**src/rtl/traffic_phase_scheduler_if.sv**
```systemverilog
// rtl/traffic_phase_scheduler_if.sv - sensor/preemption inputs and lamp/status outputs of the phase scheduler
interface traffic_phase_scheduler_if;
  logic        tick;
  logic [3:0]  sensor;
  logic        preempt_valid;
  logic [1:0]  preempt_phase;
  logic [11:0] lights;
  logic [1:0]  cur_phase;
  logic [1:0]  state;
  logic        green_start;

  modport master (
    output tick, sensor, preempt_valid, preempt_phase,
    input  lights, cur_phase, state, green_start
  );

  modport slave (
    input  tick, sensor, preempt_valid, preempt_phase,
    output lights, cur_phase, state, green_start
  );
endinterface

```
**src/rtl/traffic_phase_scheduler.sv**
```systemverilog
// rtl/traffic_phase_scheduler.sv - four-approach round-robin signal sequencer with min/max green and preemption
module traffic_phase_scheduler #(
  parameter int GREEN_MIN = 4,
  parameter int GREEN_MAX = 16,
  parameter int YELLOW_T  = 3,
  parameter int ALLRED_T  = 2,
  parameter int TIMER_W   = 5
) (
  input  logic                     clk,
  input  logic                     rst_n,
  traffic_phase_scheduler_if.slave bus
);

  typedef enum logic [1:0] {
    ST_GREEN  = 2'd0,
    ST_YELLOW = 2'd1,
    ST_ALLRED = 2'd2
  } state_e;

  localparam logic [2:0]         LAMP_RED    = 3'b100;
  localparam logic [2:0]         LAMP_YELLOW = 3'b010;
  localparam logic [2:0]         LAMP_GREEN  = 3'b001;
  localparam logic [TIMER_W-1:0] T_MIN       = TIMER_W'(GREEN_MIN);
  localparam logic [TIMER_W-1:0] T_MAX       = TIMER_W'(GREEN_MAX);
  localparam logic [TIMER_W-1:0] T_YEL_LAST  = TIMER_W'(YELLOW_T - 1);
  localparam logic [TIMER_W-1:0] T_AR_LAST   = TIMER_W'(ALLRED_T - 1);
  localparam logic [TIMER_W-1:0] T_ONE       = TIMER_W'(1);

  state_e             state_q, state_d;
  logic [1:0]         cur_phase_q, cur_phase_d;
  logic [1:0]         nxt_q, nxt_d;
  logic [TIMER_W-1:0] timer_q, timer_d;
  logic [3:0]         pending_q, pending_d;
  logic [11:0]        lights_q, lights_d;
  logic               green_start_q, green_start_d;

  logic [3:0] cur_onehot;
  logic [3:0] others;
  logic [3:0] set_mask;
  logic       other_pending;
  logic       preempt_other;
  logic       preempt_hold;
  logic       yield;
  logic [1:0] rr_pick;
  logic [1:0] rr_idx;

  assign cur_onehot    = 4'b0001 << cur_phase_q;
  assign others        = pending_q & ~cur_onehot;
  assign other_pending = |others;
  assign preempt_other = bus.preempt_valid && (bus.preempt_phase != cur_phase_q);
  assign preempt_hold  = bus.preempt_valid && (bus.preempt_phase == cur_phase_q);
  assign yield = other_pending && !preempt_hold && (timer_q >= T_MIN) &&
                 (!bus.sensor[cur_phase_q] || (timer_q >= T_MAX));

  // Walk downward so the closest phase after cur_phase is the one that sticks.
  always_comb begin
    rr_pick = cur_phase_q;
    rr_idx  = '0;
    for (int k = 3; k >= 1; k--) begin
      rr_idx = cur_phase_q + 2'(k);
      if (others[rr_idx]) rr_pick = rr_idx;
    end
  end

  always_comb begin
    state_d       = state_q;
    cur_phase_d   = cur_phase_q;
    nxt_d         = nxt_q;
    timer_d       = timer_q;
    green_start_d = 1'b0;
    set_mask      = bus.sensor & ~(4'b0001 << nxt_q);
    if (state_q == ST_GREEN) set_mask = set_mask | (bus.sensor & ~cur_onehot);
    pending_d     = pending_q | set_mask;

    case (state_q)
      ST_GREEN: begin
        if (bus.tick && (timer_q < T_MAX)) timer_d = timer_q + T_ONE;
        if (preempt_other) begin
          nxt_d   = bus.preempt_phase;
          state_d = ST_YELLOW;
          timer_d = '0;
        end else if (yield) begin
          nxt_d   = rr_pick;
          state_d = ST_YELLOW;
          timer_d = '0;
        end
      end
      ST_YELLOW: begin
        if (bus.preempt_valid) nxt_d = bus.preempt_phase;
        if (bus.tick) begin
          if (timer_q == T_YEL_LAST) begin
            state_d = ST_ALLRED;
            timer_d = '0;
          end else begin
            timer_d = timer_q + T_ONE;
          end
        end
      end
      ST_ALLRED: begin
        if (bus.preempt_valid) nxt_d = bus.preempt_phase;
        if (bus.tick) begin
          if (timer_q == T_AR_LAST) begin
            state_d       = ST_GREEN;
            timer_d       = '0;
            cur_phase_d   = nxt_d;
            green_start_d = 1'b1;
            pending_d     = pending_d & ~(4'b0001 << nxt_d);
          end else begin
            timer_d = timer_q + T_ONE;
          end
        end
      end
      default: begin
        state_d = ST_GREEN;
        timer_d = '0;
      end
    endcase

    // Lamps follow the next state so they change together with state_q.
    lights_d = {4{LAMP_RED}};
    for (int i = 0; i < 4; i++) begin
      if (cur_phase_d == 2'(i)) begin
        if (state_d == ST_GREEN)       lights_d[3*i +: 3] = LAMP_GREEN;
        else if (state_d == ST_YELLOW) lights_d[3*i +: 3] = LAMP_YELLOW;
      end
    end
  end

  always_ff @(posedge clk or negedge rst_n) begin
    if (!rst_n) begin
      state_q       <= ST_GREEN;
      cur_phase_q   <= 2'd0;
      nxt_q         <= 2'd0;
      timer_q       <= '0;
      pending_q     <= 4'd0;
      lights_q      <= 12'b100_100_100_001;
      green_start_q <= 1'b0;
    end else begin
      state_q       <= state_d;
      cur_phase_q   <= cur_phase_d;
      nxt_q         <= nxt_d;
      timer_q       <= timer_d;
      pending_q     <= pending_d;
      lights_q      <= lights_d;
      green_start_q <= green_start_d;
    end
  end

  assign bus.lights      = lights_q;
  assign bus.cur_phase   = cur_phase_q;
  assign bus.state       = state_q;
  assign bus.green_start = green_start_q;

endmodule

```
**src/flat_wrapper.sv**
```systemverilog
// flat-port wrapper written by rule: the top's interface ports become plain ports
module traffic_phase_scheduler_flat 
#(
  parameter int GREEN_MIN = 4,
  parameter int GREEN_MAX = 16,
  parameter int YELLOW_T  = 3,
  parameter int ALLRED_T  = 2,
  parameter int TIMER_W   = 5
)
  (clk, rst_n, bus_tick, bus_sensor, bus_preempt_valid, bus_preempt_phase, bus_lights, bus_cur_phase, bus_state, bus_green_start);
  traffic_phase_scheduler_if bus_i ();
  input  logic clk;
  input  logic rst_n;
  input wire logic [$bits(bus_i.tick)-1:0] bus_tick;
  input wire logic [$bits(bus_i.sensor)-1:0] bus_sensor;
  input wire logic [$bits(bus_i.preempt_valid)-1:0] bus_preempt_valid;
  input wire logic [$bits(bus_i.preempt_phase)-1:0] bus_preempt_phase;
  output wire logic [$bits(bus_i.lights)-1:0] bus_lights;
  output wire logic [$bits(bus_i.cur_phase)-1:0] bus_cur_phase;
  output wire logic [$bits(bus_i.state)-1:0] bus_state;
  output wire logic [$bits(bus_i.green_start)-1:0] bus_green_start;
  assign bus_i.tick = bus_tick;
  assign bus_i.sensor = bus_sensor;
  assign bus_i.preempt_valid = bus_preempt_valid;
  assign bus_i.preempt_phase = bus_preempt_phase;
  assign bus_lights = bus_i.lights;
  assign bus_cur_phase = bus_i.cur_phase;
  assign bus_state = bus_i.state;
  assign bus_green_start = bus_i.green_start;
  traffic_phase_scheduler #(.GREEN_MIN(GREEN_MIN), .GREEN_MAX(GREEN_MAX), .YELLOW_T(YELLOW_T), .ALLRED_T(ALLRED_T), .TIMER_W(TIMER_W)) u_core (.clk(clk), .rst_n(rst_n), .bus(bus_i));
endmodule
```
**config.mk**
```make
export PLATFORM = sky130hd
export DESIGN_NAME = traffic_phase_scheduler_flat
export DESIGN_NICKNAME = d
export VERILOG_FILES = /design/src/rtl/traffic_phase_scheduler_if.sv /design/src/rtl/traffic_phase_scheduler.sv /design/src/flat_wrapper.sv
export SDC_FILE = /design/constraint.sdc
export NUM_CORES = 1
export LEC_CHECK = 0
export CAP_MARGIN = 20
export CORE_MARGIN = 1
export CORE_UTILIZATION = 30
export CTS_CLUSTER_DIAMETER = 40
export DETAILED_ROUTE_END_ITERATION = 8
export SYNTH_ARGS = -nofsm -noshare
export SYNTH_HDL_FRONTEND = slang
export SYNTH_SLANG_ARGS = --single-unit
```
**constraint.sdc**
```tcl
create_clock -name clk -period 5.6 [get_ports clk]
set_input_delay 0.56 -clock clk [delete_from_list [all_inputs] [get_ports clk]]
set_output_delay 0.56 -clock clk [all_outputs]
set_load 0.005 [all_outputs]
```
==> report_table.html, run 1 <==
<table>
<tr><th>Metric</th><th>Value</th></tr>
<tr><th colspan="2">Run status</th></tr>
<tr><td>Outcome</td><td>complete, no violations</td></tr>
<tr><th colspan="2">Final layout</th></tr>
<tr><td>Antenna Cells</td><td>0</td></tr>
<tr><td>Ratio of cells with drive above 1 in the final layout</td><td>0.0938</td></tr>
<tr><td>Filler cell count in the final layout</td><td>504</td></tr>
<tr><td>Util after Layout</td><td>0.396</td></tr>
<tr><td>Design area</td><td>0.00205 mm2</td></tr>
<tr><td>Sequential cell area in the final layout</td><td>706 um2</td></tr>
<tr><td>Layout area overhead</td><td>25.1%</td></tr>
<tr><td>Cell Count, Final, Fillers Out</td><td>262</td></tr>
<tr><td>Number of nets in the layout</td><td>214</td></tr>
<tr><td>Combined area of the multi-input logic cells</td><td>851 um2</td></tr>
<tr><th colspan="2">Synth</th></tr>
<tr><td>Mapped cell area</td><td>0.00164 mm2</td></tr>
<tr><td>Prevailing post-synth register cell</td><td>sky130_fd_sc_hd__dfrtp_1</td></tr>
<tr><td>Number of cells produced by synthesis</td><td>164</td></tr>
<tr><td>Library cells used by synthesis</td><td>44</td></tr>
<tr><td>Flops &amp; latches, synth</td><td>28</td></tr>
<tr><td>Ys Warns</td><td>0</td></tr>
<tr><td>Number of enable-type register cells in the synthesized netlist</td><td>0</td></tr>
<tr><td>Net count after synthesis</td><td>185</td></tr>
<tr><td>Synthesized area per cell</td><td>9.99 um2</td></tr>
<tr><td>Fraction of the yosys area taken by sequential cells</td><td>0.431</td></tr>
<tr><td>Async S/R FF share, synth</td><td>1.00</td></tr>
<tr><th colspan="2">Detailed routing</th></tr>
<tr><td>Via count normalized by instance count</td><td>5.02</td></tr>
<tr><td>Total wire length after detailed routing</td><td>3.63 mm</td></tr>
<tr><td>Number of DRC markers after the initial detailed-route iteration</td><td>129</td></tr>
<tr><td>Top layer used by detailed routing</td><td>met4</td></tr>
<tr><td>Met3 wirelength from detailed routing</td><td>188 um</td></tr>
<tr><td>Antenna-violating nets left</td><td>0</td></tr>
<tr><td>Average detailed-routed wire length per instance</td><td>13.8 um</td></tr>
<tr><td>Router iterations before antenna repair</td><td>4</td></tr>
<tr><td>Length of routed wiring on met1</td><td>1.76 mm</td></tr>
<tr><td>Total number of vias</td><td>1315</td></tr>
<tr><td>Remaining DRCs</td><td>0</td></tr>
<tr><td>Routed length on met2</td><td>1.61 mm</td></tr>
<tr><th colspan="2">Placed design</th></tr>
<tr><td>Post-detail-place hpwl</td><td>2.74 mm</td></tr>
<tr><td>Final RePlAce weighted congestion</td><td>0.870</td></tr>
<tr><td>Cell total after placement</td><td>258</td></tr>
<tr><td>Port buffer count</td><td>26</td></tr>
<tr><td>Cell area after placement</td><td>0.00198 mm2</td></tr>
<tr><th colspan="2">Min path</th></tr>
<tr><td>Min-Delay Path Class</td><td>flop to flop</td></tr>
<tr><td>Count of cells along the worst hold path</td><td>2</td></tr>
<tr><td>Startpoint of the lowest-slack hold path</td><td>u_core.pending_q[3]$_DFF_PN0_</td></tr>
<tr><td>Worst hold endpoint</td><td>u_core.pending_q[3]$_DFF_PN0_</td></tr>
<tr><th colspan="2">Clock network</th></tr>
<tr><td>Root Buffer Master</td><td>sky130_fd_sc_hd__clkbuf_8</td></tr>
<tr><td>Maximum buffer depth of the clock tree</td><td>2</td></tr>
<tr><td>Number of buffers inserted during clock tree synthesis</td><td>3</td></tr>
<tr><td>Worst skew pair latency</td><td>0.28 ns</td></tr>
<tr><td>CTS tree</td><td>built</td></tr>
<tr><td>Number of buffers inserted to repair setup after CTS</td><td>0</td></tr>
<tr><td>Number of H-tree levels</td><td>1</td></tr>
<tr><td>Number of sinks driven by the clock tree</td><td>28</td></tr>
<tr><td>Total of cells resized after clock tree synthesis</td><td>0</td></tr>
<tr><td>Clock slew at the register clock pins of the worst setup and hold paths</td><td>0.10 ns</td></tr>
<tr><td>Post-cts hold buffer count</td><td>0</td></tr>
<tr><th colspan="2">STA</th></tr>
<tr><td>Minimum clock period</td><td>2.92 ns</td></tr>
<tr><td>RSZ-0062 raised after global routing</td><td>no</td></tr>
<tr><td>Worst slew margin</td><td>0.524</td></tr>
<tr><td>Final worst-path cycle share</td><td>0.522</td></tr>
<tr><td>Total of endpoints with negative setup slack in the final report</td><td>0</td></tr>
<tr><td>Peak clock frequency supported by timing</td><td>342 MHz</td></tr>
<tr><td>Fin. Hold Viols</td><td>0</td></tr>
<tr><td>Final max-slew violation count</td><td>0</td></tr>
<tr><td>Total Neg Setup Slack</td><td>0 ns</td></tr>
<tr><td>Actual slew at the worst max-slew pin</td><td>0.706 ns</td></tr>
<tr><td>Worst Skew</td><td>0.00683 ns</td></tr>
<tr><th colspan="2">Floorplan</th></tr>
<tr><td>Area of the die</td><td>0.00576 mm2</td></tr>
<tr><td>Core Footprint</td><td>0.00517 mm2</td></tr>
<tr><td>Row count</td><td>26</td></tr>
<tr><td>Ports placed on the boundary</td><td>27</td></tr>
<tr><td>Vertical die dimension</td><td>75.9 um</td></tr>
<tr><td>Die Wd</td><td>75.9 um</td></tr>
<tr><td>Initial core utilization</td><td>0.317</td></tr>
<tr><th colspan="2">Power and ir drop</th></tr>
<tr><td>Total power draw</td><td>938 uW</td></tr>
<tr><td>Power density of the placed cells</td><td>457 mW/mm2</td></tr>
<tr><td>Pleak</td><td>0.000896 uW</td></tr>
<tr><td>VDD IR-drop max</td><td>175 uV</td></tr>
<tr><th colspan="2">Global route</th></tr>
<tr><td>Initial antenna violation count</td><td>0</td></tr>
<tr><td>Vias in the first global route</td><td>1287</td></tr>
<tr><td>Wire length of the first global-routing pass</td><td>6.20 mm</td></tr>
<tr><td>Pin count of the biggest net entering global routing</td><td>29</td></tr>
<tr><td>Global route total overflow</td><td>0</td></tr>
<tr><td>Global-route usage over all layers</td><td>0.136</td></tr>
<tr><th colspan="2">Critical path</th></tr>
<tr><td>CP required</td><td>5.80 ns</td></tr>
<tr><td>WP data arrival</td><td>3.12 ns</td></tr>
<tr><td>CP Class</td><td>flop to flop</td></tr>
<tr><td>RR Endpoint</td><td>u_core.timer_q[4]$_DFFE_PN0P_</td></tr>
<tr><td>Critical Path Source Type</td><td>flop</td></tr>
<tr><td>Crit Reg-Reg Startpoint</td><td>u_core.bus.cur_phase[0]$_DFF_PN0_</td></tr>
<tr><td>Path depth of the worst reg2reg path</td><td>7</td></tr>
<tr><td>Largest fanout of any net on the critical path</td><td>15</td></tr>
<tr><td>Minimum setup slack among reg-to-reg paths</td><td>2.68 ns</td></tr>
<tr><td>Worst setup EP type</td><td>flop</td></tr>
<tr><th colspan="2">Job</th></tr>
<tr><td>Count of maximum capacitance violations</td><td>0</td></tr>
</table>
==> worst max path at each step <==
stage	slack, ns	endpoint	startpoint	cells past startpoint
6_report	2.68	u_core.timer_q[4]$_DFFE_PN0P_	u_core.bus.cur_phase[0]$_DFF_PN0_	7
5_1_grt	2.55	u_core.timer_q[4]$_DFFE_PN0P_	u_core.bus.cur_phase[0]$_DFF_PN0_	7
3_5_place_dp	2.69	u_core.timer_q[4]$_DFFE_PN0P_	u_core.bus.cur_phase[0]$_DFF_PN0_	7
4_1_cts	2.67	u_core.timer_q[4]$_DFFE_PN0P_	u_core.bus.cur_phase[0]$_DFF_PN0_	7
3_3_place_gp	2.72	u_core.timer_q[4]$_DFFE_PN0P_	u_core.bus.cur_phase[0]$_DFF_PN0_	7
2_1_floorplan	2.96	u_core.timer_q[4]$_DFFE_PN0P_	u_core.bus.cur_phase[0]$_DFF_PN0_	9
==> cell usage after synthesis (2+ instances only) <==
cell / number / area (um2)
sky130_fd_sc_hd__dfrtp_1: 24 / 601
sky130_fd_sc_hd__inv_1: 17 / 63.8
sky130_fd_sc_hd__nor2_1: 14 / 52.6
sky130_fd_sc_hd__a21oi_1: 13 / 65.1
sky130_fd_sc_hd__ha_1: 11 / 138
sky130_fd_sc_hd__nand2_1: 7 / 26.3
sky130_fd_sc_hd__nand2b_1: 6 / 37.5
sky130_fd_sc_hd__nand3_1: 6 / 30.0
sky130_fd_sc_hd__o21ai_0: 6 / 30.0
sky130_fd_sc_hd__o211ai_1: 5 / 37.5
sky130_fd_sc_hd__a31oi_1: 4 / 25.0
sky130_fd_sc_hd__dfstp_2: 4 / 105
sky130_fd_sc_hd__mux2i_1: 4 / 40.0
sky130_fd_sc_hd__o22ai_1: 3 / 18.8
sky130_fd_sc_hd__a211oi_1: 2 / 15.0
sky130_fd_sc_hd__and3_1: 2 / 12.5
sky130_fd_sc_hd__clkbuf_1: 2 / 7.51
sky130_fd_sc_hd__mux4_2: 2 / 45.0
sky130_fd_sc_hd__nor2b_1: 2 / 12.5
sky130_fd_sc_hd__nor2b_4: 2 / 27.5
sky130_fd_sc_hd__nor3b_1: 2 / 15.0
sky130_fd_sc_hd__o2bb2ai_1: 2 / 17.5
sky130_fd_sc_hd__o31ai_1: 2 / 15.0
sky130_fd_sc_hd__xor2_1: 2 / 17.5
==> layout make-up <==
class                      count  share of cell area
multi-input combinational    115               0.415
sequential                    28               0.344
timing repair buffer          27               0.131
tap                           70              0.0427
inverter                      18              0.0329
clock buffer                   3              0.0201
clock inverter                 1              0.0146
==> per-layer routing <==
metal,track usage,vias to the layer above
met4,0.0577,0
met2,0.214,31
li1,-,644
met3,0.0325,5
met1,0.178,635
met5,0,-
==> cell families (layout without fill, tap and decap cells) <==
| kind of cell | Yosys count | count (layout) | synth area share |
|---|---|---|---|
| AOI/OAI and AO/OA | 49 | 49 | 0.211 |
| adders and majority gates | 11 | 11 | 0.0840 |
| DFF | 28 | 28 | 0.431 |
| muxes | 7 | 7 | 0.0588 |
| buffers and inverters | 21 | 49 | 0.0504 |
| and+or+nand+nor | 46 | 46 | 0.155 |
| xor gates and xnor gates | 2 | 2 | 0.0107 |
==> report_power, final <==
group          total [uW]  internal, uW  switching (uW)
Sequential            319           259            59.9
Clock                 160          95.8            64.0
Combinational         459           207             253
==> flip-flops by register name (all words and copies together), names as in the netlist <==
register and flops:
u_core.bus.cur_phase 2, u_core.bus.green_start 1, u_core.bus.lights 12, u_core.bus.state 2, u_core.nxt_q 2, u_core.pending_q 4, u_core.timer_q 5
==> critical path, stage by stage, from the launching register on <==
cell                       delay, ns
sky130_fd_sc_hd__dfrtp_1        0.71
sky130_fd_sc_hd__ha_1           0.28
sky130_fd_sc_hd__and2b_1        0.20
sky130_fd_sc_hd__or4_4          0.51
sky130_fd_sc_hd__a311oi_4       0.39
sky130_fd_sc_hd__o21bai_2       0.16
sky130_fd_sc_hd__or4_1          0.49
sky130_fd_sc_hd__o211ai_1       0.10
==> cells in the final DEF (no fill, tap or decap), drive strengths merged, types with 5 or more instances in the layout <==
master	instances
a21oi	13
clkdlybuf4s50	26
dfrtp	24
ha	11
inv	18
nand2	7
nand2b	6
nand3	6
nor2	14
o211ai	5
o21ai	6
==> through the flow <==
stage / hold slack, ns / worst slack, ns
6_report: 0.551 / 2.68
5_1_grt: 0.603 / 2.55
4_1_cts: 0.552 / 2.67
3_5_place_dp: 0.524 / 2.69
3_3_place_gp: 0.524 / 2.72
2_1_floorplan: 0.264 / 2.96
(Power assumes the default switching activity.)
==> run 2, diff against run 1 <==
Clock period 5.6 ns to 3 ns, I/O delays scaled along.
==> run 2 against run 1 <==
Against the previous run: die area is the same; utilization is 0.44 points higher; clock skew is 0.0042 ns lower; critical endpoint unchanged.
==> report_table.html, run 2 (synthesis gave the netlist of run 1 again) <==
<table>
<tr><th>Metric</th><th>Value</th></tr>
<tr><th colspan="2">Run status</th></tr>
<tr><td>Outcome</td><td>complete, no violations</td></tr>
<tr><th colspan="2">Critical path</th></tr>
<tr><td>Critical path launch point</td><td>u_core.bus.cur_phase[1]$_DFF_PN0_</td></tr>
<tr><td>CP max-delay cell</td><td>sky130_fd_sc_hd__dfrtp_1</td></tr>
<tr><td>Cell chain of the critical path</td><td>inv_1 -&gt; ha_1 -&gt; and2b_1 -&gt; or4_4 -&gt; a311oi_4 -&gt; o21bai_2 -&gt; or4_1 -&gt; o211ai_1</td></tr>
<tr><td>CP required</td><td>3.20 ns</td></tr>
<tr><td>Crit Reg-Reg Startpoint</td><td>u_core.bus.cur_phase[1]$_DFF_PN0_</td></tr>
<tr><td>Minimum setup slack among reg-to-reg paths</td><td>0.25 ns</td></tr>
<tr><td>Largest fanout of any net on the critical path</td><td>10</td></tr>
<tr><td>Worst setup EP type</td><td>flop</td></tr>
<tr><td>WP buf/inv</td><td>1</td></tr>
<tr><td>Kind of cell adding the most delay to the critical path</td><td>simple AND/OR/NAND/NOR gates</td></tr>
<tr><td>Max stage delay on crit path</td><td>0.52 ns</td></tr>
<tr><td>CP Class</td><td>flop to flop</td></tr>
<tr><td>WP data arrival</td><td>2.95 ns</td></tr>
<tr><td>Critical Path Source Type</td><td>flop</td></tr>
<tr><th colspan="2">Detailed routing</th></tr>
<tr><td>Number of DRC markers after the initial detailed-route iteration</td><td>111</td></tr>
<tr><td>Routed length on met2</td><td>1.55 mm</td></tr>
<tr><td>Met3 wirelength from detailed routing</td><td>149 um</td></tr>
<tr><td>Via count normalized by instance count</td><td>4.86</td></tr>
<tr><td>Total wire length after detailed routing</td><td>3.44 mm</td></tr>
<tr><td>Remaining DRCs</td><td>0</td></tr>
<tr><td>Length of routed wiring on met1</td><td>1.67 mm</td></tr>
<tr><td>Antenna-violating nets left</td><td>0</td></tr>
<tr><td>Average detailed-routed wire length per instance</td><td>13.0 um</td></tr>
<tr><td>Top layer used by detailed routing</td><td>met4</td></tr>
<tr><td>Router iterations before antenna repair</td><td>4</td></tr>
<tr><td>Total number of vias</td><td>1288</td></tr>
<tr><th colspan="2">Power and ir drop</th></tr>
<tr><td>Total power draw</td><td>1760 uW</td></tr>
<tr><td>Pleak</td><td>0.000911 uW</td></tr>
<tr><td>Power density of the placed cells</td><td>848 mW/mm2</td></tr>
<tr><td>VDD IR-drop max</td><td>407 uV</td></tr>
<tr><th colspan="2">Final layout</th></tr>
<tr><td>Antenna Cells</td><td>0</td></tr>
<tr><td>Number of nets in the layout</td><td>217</td></tr>
<tr><td>Most common library cell in the layout ignoring fill and taps</td><td>sky130_fd_sc_hd__clkdlybuf4s50_1</td></tr>
<tr><td>Ratio of cells with drive above 1 in the final layout</td><td>0.108</td></tr>
<tr><td>Filler cell count in the final layout</td><td>514</td></tr>
<tr><td>Layout area overhead</td><td>26.5%</td></tr>
<tr><td>Cell Count, Final, Fillers Out</td><td>265</td></tr>
<tr><td>Max FFs per register</td><td>12</td></tr>
<tr><td>Leading cell types in the layout, fill and taps excluded</td><td>26 x sky130_fd_sc_hd__clkdlybuf4s50_1, 24 x sky130_fd_sc_hd__dfrtp_1, 17 x sky130_fd_sc_hd__inv_1</td></tr>
<tr><th colspan="2">Min path</th></tr>
<tr><td>Min-Delay Path Class</td><td>input pin to asynchronous set/reset pin</td></tr>
<tr><th colspan="2">Clock network</th></tr>
<tr><td>Post-cts hold buffer count</td><td>0</td></tr>
<tr><td>Number of sinks driven by the clock tree</td><td>28</td></tr>
<tr><td>Maximum buffer depth of the clock tree</td><td>2</td></tr>
<tr><td>Root Buffer Master</td><td>sky130_fd_sc_hd__clkbuf_8</td></tr>
<tr><td>Worst skew pair latency</td><td>0.27 ns</td></tr>
<tr><td>Number of buffers inserted to repair setup after CTS</td><td>0</td></tr>
<tr><td>Number of H-tree levels</td><td>1</td></tr>
<tr><td>Clock slew at the register clock pins of the worst setup and hold paths</td><td>0.09 ns</td></tr>
<tr><td>CTS tree</td><td>built</td></tr>
<tr><td>Total of cells resized after clock tree synthesis</td><td>0</td></tr>
<tr><td>Number of buffers inserted during clock tree synthesis</td><td>3</td></tr>
<tr><th colspan="2">Floorplan</th></tr>
<tr><td>Vertical die dimension</td><td>75.9 um</td></tr>
<tr><td>Area of the die</td><td>0.00576 mm2</td></tr>
<tr><td>Core Footprint</td><td>0.00517 mm2</td></tr>
<tr><td>Die Wd</td><td>75.9 um</td></tr>
<tr><td>Ports placed on the boundary</td><td>27</td></tr>
<tr><td>Row count</td><td>26</td></tr>
<tr><td>Initial core utilization</td><td>0.317</td></tr>
<tr><th colspan="2">Global route</th></tr>
<tr><td>Pin count of the biggest net entering global routing</td><td>29</td></tr>
<tr><td>Initial antenna violation count</td><td>0</td></tr>
<tr><td>Global-route usage over all layers</td><td>0.129</td></tr>
<tr><td>Wire length of the first global-routing pass</td><td>5.95 mm</td></tr>
<tr><td>Vias in the first global route</td><td>1268</td></tr>
<tr><td>Global route total overflow</td><td>0</td></tr>
<tr><th colspan="2">STA</th></tr>
<tr><td>Final worst-path cycle share</td><td>0.916</td></tr>
<tr><td>Fin. Hold Viols</td><td>0</td></tr>
<tr><td>Actual slew at the worst max-slew pin</td><td>0.462 ns</td></tr>
<tr><td>Total Neg Setup Slack</td><td>0 ns</td></tr>
<tr><td>RSZ-0062 raised after global routing</td><td>no</td></tr>
<tr><td>Total of endpoints with negative setup slack in the final report</td><td>0</td></tr>
<tr><td>Peak clock frequency supported by timing</td><td>364 MHz</td></tr>
<tr><td>Worst Skew</td><td>0.00266 ns</td></tr>
<tr><td>Minimum clock period</td><td>2.75 ns</td></tr>
<tr><td>Final max-slew violation count</td><td>0</td></tr>
<tr><td>Worst slew margin</td><td>0.688</td></tr>
<tr><th colspan="2">Job</th></tr>
<tr><td>Count of maximum capacitance violations</td><td>0</td></tr>
<tr><th colspan="2">Placed design</th></tr>
<tr><td>Port buffer count</td><td>26</td></tr>
<tr><td>Post-detail-place hpwl</td><td>2.66 mm</td></tr>
<tr><td>Final RePlAce weighted congestion</td><td>0.831</td></tr>
<tr><td>Cell total after placement</td><td>261</td></tr>
</table>
==> run 2: changes by cell type in the layout (fill, tap and decap cells not counted) <==
cell	before	now
sky130_fd_sc_hd__buf_4	1	4
==> run 2: worst paths after layout <==
kind                                                        to  depth (start not counted)
worst max-delay path             u_core.timer_q[4]$_DFFE_PN0P_                          8
worst min-delay path             u_core.timer_q[0]$_DFFE_PN0P_                          2
worst max register to register   u_core.timer_q[4]$_DFFE_PN0P_                          8
worst min register to register   u_core.pending_q[3]$_DFF_PN0_                          2
max in group asynchronous       u_core.bus.lights[8]$_DFF_PN1_                          2
min in group clk                 u_core.pending_q[3]$_DFF_PN0_                          2
==> run 2: per-layer routing <==
metal	vias to the layer above	track usage
met5	-	0
met4	0	0.0635
li1	650	-
met3	4	0.0193
met2	31	0.204
met1	603	0.172
==> run 2: layout make-up <==
cell class,instances,area [um2],area share
well taps,70,87.6,0.0422
clock buffers,3,41.3,0.0199
repair buffers,30,290,0.140
flip-flops and latches,28,706,0.340
inverters,18,67.6,0.0326
clock inverters,1,30.0,0.0145
multi-input cells,115,851,0.410
==> run 2: through the flow <==
stage / worst slack, ns / utilization / cell area, um2 / hold WS, ns
global placement: 0.367 / 0.387 / 2000 / 0.546
finish: 0.252 / 0.401 / 2070 / 0.395
detailed placement: 0.257 / 0.387 / 2000 / 0.528
CTS: 0.239 / 0.401 / 2070 / 0.401
global route: 0.0595 / 0.401 / 2070 / 0.429
floorplan: 0.357 / - / 1640 / 0.00441
==> run 2: report_power, final <==
group	switching [uW]	internal, uW
logic	491	404
registers	85.5	483
clock network	115	179
total	691	1070
